==> src/rtl/nv_nvdla_hls_scale_shift_pipe.sv <==
// Two-stage signed scale / round / arithmetic-shift pipe ahead of the saturate stage.
// Stage 1 registers data*scale together with its shift amount. Stage 2 applies
// round-half-toward-+inf and the arithmetic right shift at full output precision.
// Valid/ready on both sides, bubble-collapsing, one beat per cycle.
module nv_nvdla_hls_scale_shift_pipe #(
  parameter int unsigned DATA_WIDTH  = 32,
  parameter int unsigned SCALE_WIDTH = 16,
  parameter int unsigned SHIFT_WIDTH = 5,
  parameter int unsigned OUT_WIDTH   = 49
) (
  input  logic                   nvdla_core_clk,
  input  logic                   nvdla_core_rst,
  input  logic                   in_pvld,
  output logic                   in_prdy,
  input  logic [DATA_WIDTH-1:0]  in_data,
  input  logic [SCALE_WIDTH-1:0] in_scale,
  input  logic [SHIFT_WIDTH-1:0] in_shift,
  output logic                   out_pvld,
  input  logic                   out_prdy,
  output logic [OUT_WIDTH-1:0]   out_data
);

  localparam int unsigned PROD_WIDTH = DATA_WIDTH + SCALE_WIDTH;

  // Stage 1 state: product, its shift amount and the stage valid.
  logic signed [PROD_WIDTH-1:0]  r_s1_prod;
  logic        [SHIFT_WIDTH-1:0] r_s1_shift;
  logic                          r_s1_vld;

  // Stage 2 state: final result and output valid.
  logic        [OUT_WIDTH-1:0]   r_out_data;
  logic                          r_out_pvld;

  // Handshake and datapath wires.
  logic                          w_s2_rdy;
  logic                          w_s1_rdy;
  logic                          w_in_xfer;
  logic                          w_s1_to_s2;
  logic signed [PROD_WIDTH-1:0]  w_prod;
  logic signed [OUT_WIDTH-1:0]   w_ext;
  logic signed [OUT_WIDTH-1:0]   w_rnd;
  logic signed [OUT_WIDTH-1:0]   w_sum;
  logic signed [OUT_WIDTH-1:0]   w_res;

  // Ready chain: a stage accepts when it is empty or its content leaves this edge.
  assign w_s2_rdy   = !r_out_pvld || out_prdy;
  assign w_s1_rdy   = !r_s1_vld || w_s2_rdy;
  assign w_in_xfer  = in_pvld && w_s1_rdy;
  assign w_s1_to_s2 = r_s1_vld && w_s2_rdy;

  assign in_prdy  = w_s1_rdy;
  assign out_pvld = r_out_pvld;
  assign out_data = r_out_data;

  // Full-precision signed product; both operands are sign-extended before the multiply.
  assign w_prod = PROD_WIDTH'($signed(in_data)) * PROD_WIDTH'($signed(in_scale));

  // Round-half-up then arithmetic shift; the sum has headroom so it never overflows.
  always_comb begin
    w_ext = OUT_WIDTH'(r_s1_prod);
    w_rnd = '0;
    if (r_s1_shift != '0) begin
      w_rnd = OUT_WIDTH'(1) << (r_s1_shift - SHIFT_WIDTH'(1));
    end
    w_sum = w_ext + w_rnd;
    w_res = (r_s1_shift == '0) ? w_ext : (w_sum >>> r_s1_shift);
  end

  // Stage 1: load on an input transfer, otherwise empty out once content moves on.
  always_ff @(posedge nvdla_core_clk) begin
    if (nvdla_core_rst) begin
      r_s1_vld   <= 1'b0;
      r_s1_prod  <= '0;
      r_s1_shift <= '0;
    end else if (w_in_xfer) begin
      r_s1_vld   <= 1'b1;
      r_s1_prod  <= w_prod;
      r_s1_shift <= in_shift;
    end else if (w_s2_rdy) begin
      r_s1_vld   <= 1'b0;
    end
  end

  // Stage 2: load from stage 1 when allowed, otherwise drop valid on an output transfer.
  always_ff @(posedge nvdla_core_clk) begin
    if (nvdla_core_rst) begin
      r_out_pvld <= 1'b0;
      r_out_data <= '0;
    end else if (w_s1_to_s2) begin
      r_out_pvld <= 1'b1;
      r_out_data <= w_res;
    end else if (out_prdy) begin
      r_out_pvld <= 1'b0;
    end
  end

endmodule

==> config.mk <==
export PLATFORM = sky130hd
export DESIGN_NAME = nv_nvdla_hls_scale_shift_pipe
export DESIGN_NICKNAME = d
export VERILOG_FILES = /design/src/rtl/nv_nvdla_hls_scale_shift_pipe.sv
export SDC_FILE = /design/constraint.sdc
export NUM_CORES = 2
export LEC_CHECK = 0
export ABC_AREA = 1
export CAP_MARGIN = 20
export CORE_ASPECT_RATIO = 0.9
export CORE_UTILIZATION = 57
export DETAILED_ROUTE_END_ITERATION = 10
export PLACE_DENSITY = 0.75
export SETUP_SLACK_MARGIN = 0.02
export SLEW_MARGIN = 40
export SYNTH_ARGS = -nofsm -noshare
export SYNTH_HDL_FRONTEND = slang
export SYNTH_SLANG_ARGS = --single-unit
==> constraint.sdc <==
create_clock -name nvdla_core_clk -period 9 [get_ports nvdla_core_clk]
set_clock_uncertainty 0.05 [all_clocks]
set_input_delay 1.35 -clock nvdla_core_clk [delete_from_list [all_inputs] [get_ports nvdla_core_clk]]
set_output_delay 1.35 -clock nvdla_core_clk [all_outputs]
set_load 0.05 [all_outputs]
Yosys cells after proc, flatten, opt, wreduce, memory -nomap -nowiden
Cells that the tools add are included.
{ "word_totals": {"regBits": 104, "inputBits": 57, "wordCells": 26, "output_inout_bits": 51} }
{ "op_classes": {"mux": 6, "n_reduce_logical": 10, "addsub": 2, "mul": 1, "shifts": 2} }
{ "ops": {"columns": ["cell", "n"], "rows": [
  ["$mux 49", 2],
  ["$add 48x49->49", 1],
  ["$shl 1x5->49 const A", 1],
  ["$sshr 49x5->49", 1],
  ["$mul 32x16->48", 1],
  ["$logic_not 5->1", 1],
  ["$reduce_bool 5->1", 1],
  ["$sub 5x1->5 const B", 1],
  ["$mux 1", 4],
  ["$reduce_bool 2->1", 2],
  ["$logic_and 1x1->1", 2],
  ["$logic_not 1->1", 2],
  ["$logic_or 1x1->1", 2]
]} }

Depth between registers and ports, before layout
{ "depth": {"word_depth": 6, "depth_mapped": 32, "mapped_depth_nobuf": 31} }

Least setup slack after synthesis
Ideal clock, no wire load.
{ "synth_path": {"path_type": "input port to flip-flop", "start": "input in_data[7]", "end": "register r_s1_prod[42]", "arrival_ps": 6819, "cell_stages": 28, "setup_ps": 115, "setup_slack_ps": 2016, "required_time_ps": 8835, "path_buffers": 2, "path_cell_list": "clkbuf_1 > clkbuf_1 > nand2_1 > fa_1 > inv_1 > fa_1 > inv_1 > fa_1 > inv_1 > fa_1 > fa_1 > inv_1 > fa_1 > inv_1 > ha_1 > nand2_1 > nor2_1 > inv_1 > nor2_1 > and3_1 > a21oi_1 > o21ai_1 > nand3_1 > o211ai_1 > a21oi_1 > and2_1 > o21ai_0 > inv_1"} }
{ "synth_between": {"elab_chain_cells": 1} }
{ "synth_lines": {"columns": ["item", "line", "source"], "rows": [
  ["start: declaration", "15", "input logic [DATA_WIDTH-1:0] in_data,"],
  ["$mul 32x16->48", "56", "assign w_prod = PROD_WIDTH'($signed(in_data)) * PROD_WIDTH'($signed(in_scale));"],
  ["end signal: assignment", "77", "r_s1_prod <= w_prod;"],
  ["end: declaration", "26", "logic signed [PROD_WIDTH-1:0] r_s1_prod;"]
]} }
No other way between the ends.
A chain may end at the register's enable or synchronous reset.

Worst setup path after layout
{ "layout_path": {"start": "input in_scale[6]", "end": "register r_s1_prod[36]"} }
{ "layout_between": {"elab_chain_cells": 1} }
{ "layout_lines": {"columns": ["item", "line", "source"], "rows": [
  ["start: declaration", "16", "input logic [SCALE_WIDTH-1:0] in_scale,"],
  ["$mul 32x16->48", "56", null]
]} }
No other way between the ends.

==> run_results.csv <==
group,metric,value,unit
sta,fmax,125.8,MHz
hold_path,hold-path-cell-count,2,
synthesis,synth.distinct_cells,48,
hold_path,min_to,"out_data[45]",
sta,maxSlewHeadroom,43.81,%
detailed_routing,dr.pass1.iters,6,
sta,timing.final.ws_setup,1053,ps
detailed_routing,first_iter_violations,3021,
sta,slew_violations,0,
synthesis,seq_area_frac_synth,7.224,%
synthesis,synth_fa_ha_area_share,40.16,%
critical_path,reg2reg_to,"out_data[15]",
synthesis,synth-seq-cells,104,
critical_path,required,9290,ps
synthesis,synth_edf_count,0,
sta,period_needed,7947,ps
clock_network,cts_setup_buffers,0,
job,max_cap_viol_count,0,
critical_path,cp-start-kind,"input port",
floorplanning,die_h,215.3,um
placed_design,dpl_cell_area,30330,um2
clock_network,htree_levels,3,
critical_path,crit_type,"input port to register",
synthesis,synth_area,28820,um2
detailed_routing,avgRoutedWirePerCell,18.31,um
placed_design,place_congestion,1.035,
synthesis,synth_area_per_cell,6.696,um2
global_route,grt_max_degree,63,
critical_path,cp-end-kind,"register",
detailed_routing,finalWirelength,90.63,mm
critical_path,path_buf_inv,8,
synthesis,async_reset_ff_share,0,%
floorplanning,io_pins,108,
detailed_routing,viasPerCell,5.469,
critical_path,reg2reg_depth,21,
global_route,grt_pass1_vias,26550,
floorplanning,fp.coreArea,49520,um2
placed_design,place_ws,704.3,ps
clock_network,cts_tree,"built",
placed_design,dp_hpwl,75.41,mm
clock_network,clkLatencyLatePin,400,ps
detailed_routing,drcViolationCount,0,
clock_network,cts_resized,0,
hold_path,hp-start,"out_data[45]",
synthesis,ys_warn_count,0,
sta,setup_tns,0,ps
clock_network,clk_pin_slew,80,ps
clock_network,cts_inserted_buffers,9,
finish,layout_common_cells,"nand2_1, inv_1, fa_1, nand3_1, nor2_1",
critical_path,reg2reg_slack,3050,ps
critical_path,r2r-start,"r_s1_shift[2]",
finish,synthToLayoutAreaGrowth,6.264,%
detailed_routing,drtAntennaViolNets,0,
floorplanning,die_area,51470,um2
sta,finalSetupViolations,0,
clock_network,clock_sinks,104,
floorplanning,die_x,239.0,um
critical_path,crit_arrival,8240,ps
hold_path,holdCritPathClass,"register to register",
placed_design,numPortBuffers,107,
finish,final_area,30630,um2
finish,n_antenna_cell,0,
critical_path,critPathMaxFanout,12,
global_route,grt_pass1_wl,145.5,mm
finish,final_common_cell,"nand2_1",
synthesis,syn_nets,4994,
synthesis,postSynthCellCount,4304,
global_route,track_usage,36.55,%
floorplanning,rows,77,
finish,drive_above_1_share,3.388,%
sta,hold_viol,0,
synthesis,yosys.area_share.simple,26.62,%
sta,fin_crit_sh,88.30,%
clock_network,hold_buffers,0,
clock_network,clockRootBuffer,"clkbuf_16",
run_status,status,"finished clean",
global_route,grt_overflow,0,
global_route,antenna_found_initial,0,
sta,rsz0062_at_grt,"no",
critical_path,worstSetupStartpoint,"in_scale[6]",
synthesis,synthXorXnorAreaFrac,1.945,%
critical_path,cp_top_family,"adder cells",
synthesis,muxShareOfSynthArea,0.03473,%
floorplanning,initial_core_util,58.20,%
sta,tightest_slew,840.2,ps
synthesis,synth_flop_cell,"dfxtp_1",
clock_network,ctsLongestPathBuffers,2,
finish,nets,4965,
detailed_routing,num_vias,27080,
critical_path,cp_slowest_stage_delay,930,ps
critical_path,cp_slowest_cell,"clkdlybuf4s50_1",
synthesis,synth_compound_area_share,7.289,%
synthesis,synth_top_family_by_area,"adder cells",
## tightest hold or removal path: cells and delay by family (launching register included)
family             cells  cell delay (ps)
AOI/OAI and AO/OA      1               60
DFF                    1              320
and+or+nand+nor        1               60
## cells by family after synthesis
kind of cell    count (synthesis)
compound gates                384
xor+xnor                       64
fa+ha+maj                     633
buf+inv                      1275
flops                         104
mux                             1
other cells                     1
simple gates                 1842
## cell usage after synthesis, types with 31 or more instances
cell	instances	area, um2
nand3_1	359	1797
inv_1	1064	3994
fa_1	487	9749
nor2_1	265	994.7
clkbuf_1	153	574.3
a21oi_1	179	895.9
dfxtp_1	104	2082
xnor2_1	31	271.5
nand2_1	1112	4174
o21ai_0	119	595.6
ha_1	146	1827
xor2_1	33	289.0
## flip-flops by register name, indices dropped and copies added (netlist names)
name,flops
r_s1_vld,1
out_data,49
out_pvld,1
r_s1_prod,48
r_s1_shift,5
## stage by stage
step | hold WS [ps] | utilization, % | instances
after global routing | 448.8 | 61.85 | 4951
after detailed placement | 408.0 | 61.24 | 4935
after CTS | 422.7 | 61.87 | 4951
after global placement | 407.8 | 61.25 | 4935
after floorplan | 412.7 | - | 4304
final | 422.4 | 61.85 | 4951
## per-layer routing
metal	part of all wire (%)	track usage (%)
met5	0	0
met1	45	54.74
met4	2.2	8.141
met2	42	54.27
met3	10	7.309
## how the worst max path moves through the flow
stage	endpoint	depth (start not counted)	slack, ps
after floorplan	r_s1_prod[42]	28	2020
after global routing	r_s1_prod[36]	28	670
after detailed placement	r_s1_prod[36]	23	700
after CTS	r_s1_prod[36]	23	1100
final	r_s1_prod[36]	26	1050
after global placement	r_s1_prod[36]	26	630
## area by class of cell
cell class	instances	area, um2
clock inverter	7	88.84
sequential	104	2082
inverter	1081	4058
multi-input combinational	2925	21930
clock buffer	9	225.2
tap	671	839.6
fill	4792	18890
timing repair buffer	154	1399
Power is not shown: default switching activity piles up to over one toggle a cycle in this logic, so the estimate is an artifact.
